File: src/rtl/dispatcher_pkg.sv
// Shared types and constants for the dispatcher FIFO path.
// Buffer depth, occupancy type and entry payload.
package dispatcher_pkg;

  localparam int BUF_DEPTH = 2;
  localparam int ENTRY_W   = 8;

  typedef logic [1:0]         occ_t;
  typedef logic [ENTRY_W-1:0] entry_t;

endpackage

File: src/rtl/stream_buf2.sv
// Two-entry register FIFO with enq/deq/flush.
// Head is registered; enq while full is dropped unless a deq frees space.
module stream_buf2
  import dispatcher_pkg::*;
#(
  parameter int DATA_WIDTH = 8
) (
  input  logic                  clk,
  input  logic                  rst_n,
  input  logic                  enq,
  input  logic [DATA_WIDTH-1:0] enq_data,
  input  logic                  deq,
  input  logic                  flush,
  output logic [DATA_WIDTH-1:0] head,
  output logic [1:0]            occ
);

  logic [DATA_WIDTH-1:0] d0, d1;
  logic [DATA_WIDTH-1:0] d0_n, d1_n;
  occ_t                  occ_q, occ_n;
  logic                  enq_ok;

  assign enq_ok = enq && ((occ_q != occ_t'(BUF_DEPTH)) || deq);
  assign head   = d0;
  assign occ    = occ_q;

  always_comb begin
    d0_n  = d0;
    d1_n  = d1;
    occ_n = occ_q;
    if (flush) begin
      occ_n = '0;
    end else begin
      unique case ({enq_ok, deq})
        2'b10: begin
          if (occ_q == 2'd0) d0_n = enq_data;
          else               d1_n = enq_data;
          occ_n = occ_q + 2'd1;
        end
        2'b01: begin
          d0_n  = d1;
          occ_n = occ_q - 2'd1;
        end
        2'b11: begin
          // Head shifts out and the tail takes the new entry.
          if (occ_q == 2'd1) begin
            d0_n = enq_data;
          end else begin
            d0_n = d1;
            d1_n = enq_data;
          end
        end
        default: ;
      endcase
    end
  end

  always_ff @(posedge clk or negedge rst_n) begin
    if (!rst_n) begin
      d0    <= '0;
      d1    <= '0;
      occ_q <= '0;
    end else begin
      d0    <= d0_n;
      d1    <= d1_n;
      occ_q <= occ_n;
    end
  end

endmodule

File: src/rtl/fifo_pop_stream.sv
// Pop-side adapter: drives FIFO pop, absorbs the registered read,
// and presents entries on a bubble-free valid/ready stream.
module fifo_pop_stream
  import dispatcher_pkg::*;
#(
  parameter int DATA_WIDTH = 8,
  parameter int CNT_WIDTH  = 16
) (
  input  logic                  clk,
  input  logic                  rst_n,
  input  logic                  fifo_empty,
  output logic                  fifo_pop,
  input  logic [DATA_WIDTH-1:0] fifo_pop_data,
  input  logic                  fifo_pop_data_valid,
  input  logic                  flush,
  output logic                  out_valid,
  output logic [DATA_WIDTH-1:0] out_data,
  input  logic                  out_ready,
  output logic [1:0]            occupancy,
  output logic [CNT_WIDTH-1:0]  delivered_count,
  output logic                  proto_err
);

  logic       inflight;
  logic       deq;
  logic       enq;
  logic [2:0] level;

  assign out_valid = (occupancy != 2'd0);
  assign deq       = out_valid && out_ready;
  assign enq       = fifo_pop_data_valid && !flush;

  // Entries committed after this cycle; deq implies occupancy >= 1.
  assign level = {1'b0, occupancy} + {2'b00, inflight} - {2'b00, deq};
  assign fifo_pop = !fifo_empty && !flush && (level < 3'd2);

  stream_buf2 #(
    .DATA_WIDTH(DATA_WIDTH)
  ) u_buf (
    .clk      (clk),
    .rst_n    (rst_n),
    .enq      (enq),
    .enq_data (fifo_pop_data),
    .deq      (deq),
    .flush    (flush),
    .head     (out_data),
    .occ      (occupancy)
  );

  always_ff @(posedge clk or negedge rst_n) begin
    if (!rst_n) begin
      inflight        <= 1'b0;
      delivered_count <= '0;
      proto_err       <= 1'b0;
    end else begin
      inflight <= fifo_pop;
      if (deq) delivered_count <= delivered_count + CNT_WIDTH'(1);
      if (fifo_pop_data_valid && !inflight) proto_err <= 1'b1;
    end
  end

endmodule

File: config.mk
export PLATFORM = sky130hd
export DESIGN_NAME = fifo_pop_stream
export DESIGN_NICKNAME = d
export VERILOG_FILES = /design/src/rtl/dispatcher_pkg.sv /design/src/rtl/stream_buf2.sv /design/src/rtl/fifo_pop_stream.sv
export SDC_FILE = /design/constraint.sdc
export NUM_CORES = 1
export LEC_CHECK = 0
export ABC_AREA = 1
export BUFFER_PORTS_ARGS = -buffer_cell sky130_fd_sc_hd__buf_2
export CORE_MARGIN = 1
export CORE_UTILIZATION = 50
export CTS_CLUSTER_SIZE = 30
export DETAILED_ROUTE_END_ITERATION = 8
export PLACE_DENSITY = 0.78
export SLEW_MARGIN = 25
export SYNTH_ARGS = -nofsm -noshare
export SYNTH_HDL_FRONTEND = slang
export SYNTH_SLANG_ARGS = --single-unit
File: constraint.sdc
create_clock -name clk -period 2.95 [get_ports clk]
set_input_delay 0.1475 -clock clk [delete_from_list [all_inputs] [get_ports clk]]
set_output_delay 0.1475 -clock clk [all_outputs]
set_load 0.01 [all_outputs]
# --- Yosys cells after proc, flatten, opt, wreduce, memory -nomap -nowiden ---
# Cells that the tools add are included.
op_classes:
  n_addsub: 5
  magnitude_cmp: 1
  n_eq_ne: 8
  n_mux: 8
  bitwise: 1
  reduce_logical: 17
op_table:
  columns: ["op", "count"]
  rows:
  - ["2-to-1 mux 8 bit", 4]
  - ["one-hot mux 8 bit (3 select lines)", 1]
  - ["adder 16 x 1 -> 16 bit, second input constant", 1]
  - ["one-hot mux 8 bit (2 select lines)", 1]
  - ["logical AND 1 bit", 6]
  - ["!= test 2 bit, second input constant", 3]
  - ["nonzero test 3 bit", 2]
  - ["equality test 2 x 1 -> 1 bit, second input constant", 2]
  - ["equality test 2 bit, second input constant", 2]
  - ["one-hot mux 2 bit (2 select lines)", 1]
  - ["AND reduction 4 bit", 1]
  - ["nonzero test 2 bit", 2]
  - ["adder 2 x 1 -> 3 bit", 1]
  - ["zero test 1 bit", 3]
  - ["< comparator 3 x 2 -> 1 bit, second input constant", 1]
  - ["AND reduction 3 bit", 1]
  - ["subtractor 3 x 1 -> 3 bit", 1]
  - ["adder 2 x 1 -> 2 bit, second input constant", 1]
  - ["zero test 2 bit", 1]
  - ["2-to-1 mux 2 bit", 1]
  - ["!= test 2 x 1 -> 1 bit, second input constant", 1]
  - ["subtractor 2 x 1 -> 2 bit, second input constant", 1]
  - ["logical OR 1 bit", 1]
  - ["NOT 1 bit", 1]
totals:
  reg_bits: 36
  input_bits: 14
  output_inout_bits: 29
  elab_cells: 46

# --- Longest topological paths before layout ---
# Gate-level depths: netlist of run 1.
logic_depth:
  ltp_word: 7
  mapped_depth: 11
  mapped_depth_nobuf: 10

# --- Cells and area by module ---
# From an unflattened synthesis of run 1, not the netlist that was laid out.
hier_totals:
  hier_cells: 250
  hier_area_um2: 1963.1
by_module_without_submodules:
  columns: ["module", "n_inst", "cells_each", "area_each_um2", "seq_area_each_um2"]
  rows:
  - ["fifo_pop_stream", 1, 124, 991.0, 450.4]
  - ["stream_buf2", 1, 126, 972.2, 450.4]

# --- Worst setup path after synthesis of run 1 ---
# No wires, ideal clock.
synth_path:
  kind: "reg2reg"
  start: "reg u_buf.occ_q[0] (netlist: u_buf.occ[0])"
  end: "reg inflight"
  arrival_time_ns: 2.305
  path_slack_ns: 0.468
  path_stages_with_launch: 12
  period_less_slack_ns: 2.482
  path_cell_list: "dfrtp_1 -> inv_1 -> ha_1 -> inv_2 -> nand2_4 -> clkinv_4 -> buf_2 -> nor2_1 -> o21ai_0 -> fa_1 -> inv_1 -> nor4_1"
synth_between:
  elab_chain_cells: 5
  word_cells_on_any_way: 6
  classes_between: "add/sub: 2; order compare: 1; reduce/logical: 3"
synth_rtl:
  columns: ["element", "line", "text"]
  rows:
  - ["from (decl)", "stream_buf2.sv:20", "occ_t occ_q, occ_n;"]
  - ["from (signal assigned)", "stream_buf2.sv:66", "occ_q <= occ_n;"]
  - ["nonzero test 2 bit", "fifo_pop_stream.sv:29", "assign out_valid = (occupancy != 2'd0);"]
  - ["net out_valid", "fifo_pop_stream.sv:16", "output logic out_valid,"]
  - ["logical AND 1 bit", "fifo_pop_stream.sv:30", "assign deq = out_valid && out_ready;"]
  - ["subtractor 3 x 1 -> 3 bit", "fifo_pop_stream.sv:34", "assign level = {1'b0, occupancy} + {2'b00, inflight} - {2'b00, deq};"]
  - ["< comparator 3 x 2 -> 1 bit", "fifo_pop_stream.sv:35", "assign fifo_pop = !fifo_empty && !flush && (level < 3'd2);"]
  - ["logical AND 1 bit", "fifo_pop_stream.sv:35", null]
  - ["net fifo_pop", "fifo_pop_stream.sv:12", "output logic fifo_pop,"]
  - ["to (signal assigned)", "fifo_pop_stream.sv:56", "inflight <= fifo_pop;"]
  - ["to (decl)", "fifo_pop_stream.sv:24", "logic inflight;"]
# The timed path passes the listed nets, and every way through them passes these cells.
# A chain may end at the register's enable or synchronous reset.

# --- Final worst setup path of run 1 ---
layout_path:
  start: "reg u_buf.occ_q[0] (netlist: u_buf.occ[0])"
  end: "out fifo_pop"
layout_between:
  elab_chain_cells: 5
  word_cells_on_any_way: 6
  classes_between: "add/sub: 2; order compare: 1; reduce/logical: 3"
layout_rtl:
  columns: ["element", "line"]
  rows:
  - ["branches (longest 2 deep; another with adder 2 x 1 -> 3 bit)", null]
  - ["subtractor 3 x 1 -> 3 bit *", "fifo_pop_stream.sv:34"]
  - ["< comparator 3 x 2 -> 1 bit *", "fifo_pop_stream.sv:35"]
  - ["logical AND 1 bit *", "fifo_pop_stream.sv:35"]
  - ["to (decl)", "fifo_pop_stream.sv:12"]
# Mark *: on every way between the ends.

==> results of run 1 <==
metrics by stage:
stage	instance area (sq um)	utilization	cells
2_1_floorplan	1910	-	227
3_3_place_gp	2160	0.590	315
3_5_place_dp	2160	0.590	315
4_1_cts	2250	0.614	323
5_1_grt	2250	0.616	323
6_report	2250	0.616	323
Yosys cell counts, types with 2 or more instances:
library cell  count
a21oi_1           2
dfrtp_1          36
ha_1              4
inv_1            29
inv_2             3
nand2_1          68
nand2_2           3
nand2_4           2
nand3_1          29
nand4_1           3
nor2_1           11
nor2_4            2
o21ai_0           9
o21ai_2           2
xnor2_1           9
xor2_1            3
cells in the final DEF, fill, tap and decap left out:
master	n
nand3_1	29
buf_2	42
clkinv_4	1
a21oi_1	2
fa_1	1
nand2_2	3
ha_1	4
nand2_4	2
o21ai_1	1
inv_1	29
o21ai_2	2
o21ai_0	9
nor2_4	2
clkbuf_8	5
clkbuf_1	1
nor3_1	1
dlygate4sd3_1	1
nand2_1	68
nand4_4	1
nor2_1	11
xnor2_1	9
clkinv_2	1
o21ai_4	1
dfrtp_1	35
nand4_1	3
nor3_4	1
dfrtp_2	1
xor2_1	3
nand3_2	1
nor4_2	1
o21bai_1	1
inv_2	3
final timing paths:
kind	end	slack [ps]	depth (start not counted)
max reg2reg	inflight	800	9
min in group asynchronous	delivered_count[10]	480	2
min	inflight	20	2
max	fifo_pop	290	10
min reg2reg	u_buf.head[6]	470	2
max in group asynchronous	u_buf.occ[1]	1930	2
cell type report:
class / count / area, sq um / share of cell area
repair buffers: 43 / 220 / 0.0977
clock inverters: 1 / 5.00 / 0.00222
flip-flops and latches: 36 / 902 / 0.400
clock buffers: 6 / 72.6 / 0.0322
well taps: 48 / 60.1 / 0.0266
multi-input cells: 156 / 866 / 0.384
inverters: 33 / 129 / 0.0572
power groups by stage:
| stage | sequential, mW | combinational (mW) | clock [mW] |
|---|---|---|---|
| floorplan | 0.815 | 0.412 | 0 |
| detailed placement | 0.792 | 0.651 | 0 |
| global route | 0.805 | 0.755 | 0.356 |
| CTS | 0.783 | 0.654 | 0.341 |
| finish | 0.782 | 0.655 | 0.327 |
| global placement | 0.786 | 0.641 | 0 |
cell families after synthesis:
group	count (synthesis)
AO/OA/AOI/OAI	16
XOR/XNOR	12
adder cells (fa/ha/maj)	5
buffers and inverters	35
flip-flops	36
AND/OR/NAND/NOR	123
repair_timing:
action,4_1_cts,5_1_grt
setup buffers,0,0
hold buffers,1,0
endpoints found under the setup margin,0,1
endpoints found under the hold margin,36,0
gates resized for setup,0,2
registers in the layout (all words and copies together), names as in the netlist:
name             cells
u_buf.head           8
inflight             1
u_buf.d1             8
proto_err            1
delivered_count     16
u_buf.occ            2
layer usage:
| layer | wire length (um) | share of wire | track usage | vias to the layer above |
|---|---|---|---|---|
| met4 | 59 | 0.016 | 0.0824 | 0 |
| met1 | 1630 | 0.45 | 0.257 | 748 |
| met5 | 0 | 0 | 0 | - |
| li1 | - | - | - | 806 |
| met3 | 137 | 0.038 | 0.0554 | 6 |
| met2 | 1820 | 0.50 | 0.344 | 30 |
worst reg2reg max path, stage by stage, from the launching register on:
cell     delay, ps
dfrtp_1        400
inv_1          120
ha_1           220
inv_2          120
nand2_4        120
nor2_1         180
o21ai_0        140
fa_1           490
inv_1           40
nor4_2         220
==> flow_summary.ini, run 1 <==
[outcome]
outcome = finished, final reports clean

[sta]
clock.fmax_ghz = 0.376
setup_viol_count_final = 0
finalWorstSetupSlack_ps = 290
timing.clock.skew_ps = 3.52
fin_setup_tns_ps = 0
hold_viol = 0
rsz0062_at_grt = no
worst_pin_slew_ps = 777
final.period_utilization = 0.902
fin_hold_ws_ps = 22.7
drv_slew = 0
finalWorstPathRequiredPeriod_ps = 2660
slew_headroom = 0.482

[worst_hold_path]
hp-class = in2reg
worstHoldStart = fifo_empty

[critical_path]
crit_chain = inv_1, ha_1, inv_2, nand2_4, nor2_1, o21ai_0, fa_1, inv_1, nor4_2, buf_2
worst_setup_path_start_kind = flop
critPathKind = reg2out
critPathBufInv = 4
timing.critical_path.max_delay_family = adder cells
critPathRequiredTime_ps = 2800
timing.critical_path.to_type = output port
crit_top_cell = inv_1
crit_path_max_fanout = 7
critical_path_arrival_ps = 2510
r2r_start = u_buf.occ[0]
cpPeakStageDelay_ps = 490
worst_path_max_delay_cell = fa_1
worstSetupStartpoint = u_buf.occ[0]

[place]
port_buffers = 42
dpl_worst_slack_ps = 486
gp_congestion = 0.868
post_detailed_placement_half_perimeter_wirelength_mm = 2.72

[yosys]
combinational_family_with_the_most_area_after_synthesis = simple AND/OR/NAND/NOR gates
simple_gate_share_of_the_synthesized_area = 0.306
ys_async_sr_fraction = 1.00
netlist.top_cell.by_area = dfrtp_1
synth_top_area_frac = 0.473
ys_ff_latch = 36
synth.mux.area_fraction = 0
post_synthesis_cell_area_sq_um = 1910
number_of_synthesized_flops_with_an_enable_pin = 0
synthFlopType = dfrtp_1
syn_inst = 227
synth.top_cells.by_area = dfrtp_1 (47%), nand2_1 (13%), nand3_1 (7.6%)
synth_area_in_adders = 0.0368
yosys.cell_types.count = 28
yosys.area_share.xor_xnor = 0.0552
synth_compound_area_frac = 0.0532
syn_nets = 246
postSynthAreaPerCell_sq_um = 8.39
seq_area_frac_synth = 0.473
synth.yosys.warnings = 0

[clocking]
clock_tree.htree_level_count = 2
clock_sink_total = 36
cts_tree = done
clock_latency_ps = 280
clk_root_buf = clkbuf_8
clock_pin_slew_of_the_registers_on_the_worst_case_setup_and_hold_paths_ps = 70
clock_path_buffers = 2
cts_buffers = 5

[routing]
drtIter0Drc = 119
route.detailed.vias_per_inst = 4.92
antenna_violating_nets_post_route = 0
drt_first_pass_iters = 4
detailroute.via_count = 1590
routed_wirelength_mm = 3.65
drcViolationCount = 0
post_drt_wl_per_cell_um = 11.3

[floorplanning]
placement_rows = 22
die_height_um = 63.7
core_region_area_sq_um = 3660
initial_core_util = 0.521
floorplan.die_area_sq_um = 4060
die_w_um = 63.7
number_of_i_o_pins = 43

[pwr]
worst_vdd_drop_mv = 0.462
total_power_mw = 1.76
power.net_switching_mw = 0.690
switching_share = 0.391
power.density_nw_per_um2 = 782
p_int_mw = 1.07
power_frac_clock = 0.185
power_frac_comb = 0.371
power.leakage_nw = 1.21
seq_power_share = 0.443

[layout]
insertedDiodeCount = 0
post_route_cells_drive_above_1_share = 0.244
flow.area_growth_from_synthesis_pct = 18.3
design.final.nets = 294
n_fill_cell = 343

[grt]
overflow = 0
grt_first_pass_wirelength_mm = 6.53
grt_pass1_vias = 1484
antenna_violations_before_repair = 0
grt_start_max_net_pins = 37
grt_util_overall = 0.208

[job]
cap_viol_max_count = 0
Power figures use the tool's default switching activity.
==> run 2: changes to the inputs <==
--- a/config.mk
+++ b/config.mk
@@ -8,10 +8,10 @@
 export ABC_AREA = 1
 export BUFFER_PORTS_ARGS = -buffer_cell sky130_fd_sc_hd__buf_2
 export CORE_MARGIN = 1
-export CORE_UTILIZATION = 50
+export CORE_UTILIZATION = 40
 export CTS_CLUSTER_SIZE = 30
 export DETAILED_ROUTE_END_ITERATION = 8
-export PLACE_DENSITY = 0.78
+export PLACE_DENSITY = 0.65
 export SLEW_MARGIN = 25
 export SYNTH_ARGS = -nofsm -noshare
 export SYNTH_HDL_FRONTEND = slang
==> run 2 against run 1 <==
Cell count up 1.2%; sequential share of layout area down 0.12 points; core utilization down 11 points; critical path depth up 1; largest power group unchanged.
==> flow_summary.ini, run 2 (synthesized netlist as in run 1, its figures left out) <==
[clocking]
clk_root_buf = clkbuf_8
clock_path_buffers = 2
cts_tree = done
clock_latency_ps = 290
clock_sink_total = 36
clock_pin_slew_of_the_registers_on_the_worst_case_setup_and_hold_paths_ps = 70
cts_buffers = 5
clock_tree.htree_level_count = 2

[layout]
post_layout_nonfiller_instances = 327
design.final.nets = 294
post_route_cells_drive_above_1_share = 0.240
max_flop_register = delivered_count
mostFrequentLayoutCells = nand2_1 (68), buf_2 (42), dfrtp_1 (36), inv_1 (29), nand3_1 (29)
flow.area_growth_from_synthesis_pct = 18.5
postLayoutCellArea_sq_um = 2260
largest_reg_flops = 16
layout_commonest_cell = nand2_1
insertedDiodeCount = 0
n_fill_cell = 444

[grt]
antenna_violations_before_repair = 0
grt_pass1_vias = 1383
grt_start_max_net_pins = 37
grt_first_pass_wirelength_mm = 6.24
grt_util_overall = 0.162
overflow = 0

[routing]
drtIter0Drc = 107
routed_wirelength_mm = 3.73
antenna_violating_nets_post_route = 0
drt_first_pass_iters = 6
drcViolationCount = 0
route.detailed.vias_per_inst = 4.71
post_drt_wl_per_cell_um = 11.4
detailroute.via_count = 1540

[sta]
worst_pin_slew_ps = 794
timing.clock.skew_ps = 6.00
slew_headroom = 0.471
final.period_utilization = 0.912
setup_viol_count_final = 0
clock.fmax_ghz = 0.372
finalWorstPathRequiredPeriod_ps = 2690
drv_slew = 0
hold_viol = 0
rsz0062_at_grt = no
fin_setup_tns_ps = 0

[place]
gp_congestion = 0.734
post_dp_cell_area_sq_um = 2160
port_buffers = 42
post_detailed_placement_half_perimeter_wirelength_mm = 2.78
placedCellCount = 319

[critical_path]
worst_setup_path_start_kind = flop
crit_path_max_fanout = 17
critPathRequiredTime_ps = 2800
timing.critical_path.to_type = output port
critPathKind = reg2out
rrSetupSlack_ps = 770
critical_path_arrival_ps = 2540

[worst_hold_path]
hp-class = in2reg

[floorplanning]
core_region_area_sq_um = 4470
die_height_um = 71.0
number_of_i_o_pins = 43
placement_rows = 24
die_w_um = 71.0
floorplan.die_area_sq_um = 5040
initial_core_util = 0.426

[pwr]
total_power_mw = 1.77
worst_vdd_drop_mv = 0.314
power.density_nw_per_um2 = 783
power.leakage_nw = 1.22

[job]
cap_viol_max_count = 0

[outcome]
outcome = finished, final reports clean
==> run 2: cell counts in the layout (fill, tap and decap cells not counted) <==
No cell type changed its count.
==> run 2: final cells by class <==
type                    instances  area [sq um]  area share
well taps                      52          65.1      0.0288
multi-input cells             156           866       0.383
clock buffers                   6          72.6      0.0321
repair buffers                 43           220      0.0975
clock inverters                 1          5.00     0.00222
inverters                      33           129      0.0571
flip-flops and latches         36           901       0.399
==> run 2: what timing repair did <==
item	CTS	global route
setup buffers	0	0
endpoints found under the hold margin	36	0
resized for setup	0	1
hold buffers	1	0
endpoints found under the setup margin	0	1
==> run 2: path summary, 6_finish.rpt <==
| check | from | end | cells past startpoint |
|---|---|---|---|
| max | u_buf.occ[0] | fifo_pop | 11 |
| min | fifo_empty | inflight | 2 |
| max reg2reg | u_buf.occ[0] | inflight | 10 |
| min reg2reg | inflight | proto_err | 1 |
| max in group asynchronous | rst_n | u_buf.head[2] | 2 |
| min in group asynchronous | rst_n | u_buf.d1[1] | 2 |
==> run 2: per-layer routing <==
metal  share of wire  vias to the layer above  global-route usage
met3           0.043                        7              0.0442
li1                -                      809                   -
met4           0.014                        0              0.0600
met2            0.45                       33               0.262
met5               0                        -                   0
met1            0.49                      691               0.209
==> run 2: critical path, stage by stage (launching register included) <==
cell,delay [ps]
dfrtp_1,410
inv_1,140
ha_1,180
inv_2,70
nand2_4,130
clkinv_4,150
nor2_1,120
o21ai_0,110
fa_1,490
inv_1,40
nor4_2,230
buf_2,180
==> run 2: metrics by stage <==
stage	worst slack, ps	hold slack (ps)	utilization
after detailed placement	474	285	0.484
after global placement	572	274	0.484
final	259	30.1	0.505
after floorplan	468	-148	-
after global routing	7.48	30.3	0.505
after CTS	151	12.2	0.503
==> run 2: where the power goes <==
part	switching, mW	internal [mW]	leakage (nW)
clock network	0.169	0.161	0.0410
registers	0.126	0.653	0.451
logic	0.399	0.259	0.724
total	0.695	1.07	1.22
==> run 3: changes to the inputs <==
--- a/config.mk
+++ b/config.mk
@@ -8,10 +8,10 @@
 export ABC_AREA = 1
 export BUFFER_PORTS_ARGS = -buffer_cell sky130_fd_sc_hd__buf_2
 export CORE_MARGIN = 1
-export CORE_UTILIZATION = 40
+export CORE_UTILIZATION = 35
 export CTS_CLUSTER_SIZE = 30
 export DETAILED_ROUTE_END_ITERATION = 8
-export PLACE_DENSITY = 0.65
+export PLACE_DENSITY = 0.59
 export SLEW_MARGIN = 25
 export SYNTH_ARGS = -nofsm -noshare
 export SYNTH_HDL_FRONTEND = slang
==> run 3 against run 2 <==
Worst setup slack improved by 4.0 ps; critical endpoint unchanged; critical path depth unchanged; die area rose by 14%; design area up 1.7%; clock skew up 0.72 ps; count of clock-buffer cells in the layout up 2; highest routed layer unchanged; via count up 0.84%.
==> flow_summary.ini, run 3 (synthesized netlist as in run 1, its figures left out) <==
[critical_path]
critical_path_arrival_ps = 2540
worstSetupStartpoint = u_buf.occ[0]
critPathRequiredTime_ps = 2800
crit_path_max_fanout = 17
worstRegToRegCells = 10
rrSetupSlack_ps = 770
crit_path_end = fifo_pop
rr_endpoint = inflight
critPathKind = reg2out
r2r_start = u_buf.occ[0]
timing.critical_path.to_type = output port
worst_setup_path_start_kind = flop

[routing]
antenna_violating_nets_post_route = 0
post_drt_wl_per_cell_um = 11.1
drtIter0Drc = 30
route.detailed.vias_per_inst = 4.49
drcViolationCount = 0
detailroute.via_count = 1553
routed_wirelength_mm = 3.85
drt_first_pass_iters = 4

[worst_hold_path]
hp-class = in2reg

[floorplanning]
die_w_um = 75.8
die_height_um = 75.8
core_region_area_sq_um = 5170
number_of_i_o_pins = 43
floorplan.die_area_sq_um = 5740
placement_rows = 26
initial_core_util = 0.368

[place]
gp_congestion = 0.778
dpl_worst_slack_ps = 439
port_buffers = 42
post_detailed_placement_half_perimeter_wirelength_mm = 2.89

[layout]
post_route_cells_drive_above_1_share = 0.243
mostFrequentLayoutCells = nand2_1 (68), buf_2 (42), dfrtp_1 (36), inv_1 (29), nand3_1 (29)
n_fill_cell = 509
design.final.nets = 294
layout_commonest_cell = nand2_1
largest_reg_flops = 16
max_flop_register = delivered_count
flow.area_growth_from_synthesis_pct = 20.5
insertedDiodeCount = 0

[pwr]
switching_share = 0.388
power_frac_comb = 0.367
power.leakage_nw = 1.22
seq_power_share = 0.432
power.net_switching_mw = 0.701
power.density_nw_per_um2 = 786
p_int_mw = 1.10
power_frac_clock = 0.200
worst_vdd_drop_mv = 0.305

[grt]
grt_first_pass_wirelength_mm = 6.44
grt_pass1_vias = 1420
grt_util_overall = 0.150
grt_start_max_net_pins = 37
antenna_violations_before_repair = 0
overflow = 0

[clocking]
cts_tree = done
count_of_buffers_added_by_post_cts_timing_repair_for_setup = 0
clock_sink_total = 36
clk_root_buf = clkbuf_8
clock_tree.htree_level_count = 2
cts_buffers = 5
clock_pin_slew_of_the_registers_on_the_worst_case_setup_and_hold_paths_ps = 70
clock_latency_ps = 280
clock_path_buffers = 2

[sta]
finalWorstPathRequiredPeriod_ps = 2690
hold_viol = 0
final.period_utilization = 0.911
drv_slew = 0
rsz0062_at_grt = no
worst_pin_slew_ps = 818
slew_headroom = 0.454
fin_setup_tns_ps = 0
timing.clock.skew_ps = 6.72
setup_viol_count_final = 0
clock.fmax_ghz = 0.372
finalWorstSetupSlack_ps = 263

[outcome]
outcome = finished, final reports clean

[job]
cap_viol_max_count = 0
run 3: cell types whose count changed in the layout (fill, tap and decap cells not counted):
cell,delta
clkbuf_1,+1
nor2_1,-1
clkinv_2,-1
nor2_2,+1
clkbuf_8,+1
run 3: area by class of cell:
class                      instances  area, sq um  area share
sequential                        36          901       0.392
timing repair buffer              43          220      0.0959
clock buffer                       8         90.1      0.0392
inverter                          33          129      0.0561
multi-input combinational        156          868       0.378
tap                               70         87.6      0.0381
run 3: metal layers:
metal	share of wire	up-vias	GRT usage
met5	0	-	0
met4	0.017	0	0.0556
met3	0.042	7	0.0450
li1	-	811	-
met2	0.47	28	0.249
met1	0.47	707	0.185
run 3: worst max-delay path, stage by stage (launching register included):
cell and delay, ps:
dfrtp_1 420, inv_1 140, ha_1 180, inv_2 80, nand2_4 140, clkinv_4 150, nor2_1 110, o21ai_0 100
fa_1 490, inv_1 50, nor4_2 220, buf_2 180
run 3: how the worst min path moves through the flow:
stage	startpoint	to	slack, ps	depth (start not counted)
floorplan	rst_n	delivered_count[0]	-150	0
global placement	rst_n	delivered_count[3]	290	1
detailed placement	rst_n	delivered_count[3]	290	1
CTS	fifo_empty	inflight	10	2
global route	fifo_empty	inflight	10	2
finish	fifo_empty	inflight	20	2
run 3: power groups by stage:
stage	Combinational, mW	Clock, mW	Sequential, mW
after global routing	0.771	0.399	0.804
after global placement	0.650	0	0.788
after floorplan	0.412	0	0.815
after CTS	0.667	0.375	0.782
final	0.663	0.361	0.780
after detailed placement	0.665	0	0.790
run 3: per-stage QoR:
stage	cells	util	hold WS, ps	area (sq um)	total power, mW
final	346	0.444	23.2	2300	1.80
after detailed placement	337	0.423	288	2190	1.45
after global placement	337	0.423	286	2190	1.44
after floorplan	227	-	-148	1910	1.23
after CTS	346	0.442	10.5	2290	1.82
after global routing	346	0.444	11.0	2300	1.97
run 3: what timing repair did:
action                                  in CTS  in global routing
resized for setup                            0                  2
hold buffers                                 1                  0
endpoints found under the hold margin       36                  0
endpoints found under the setup margin       0                  1
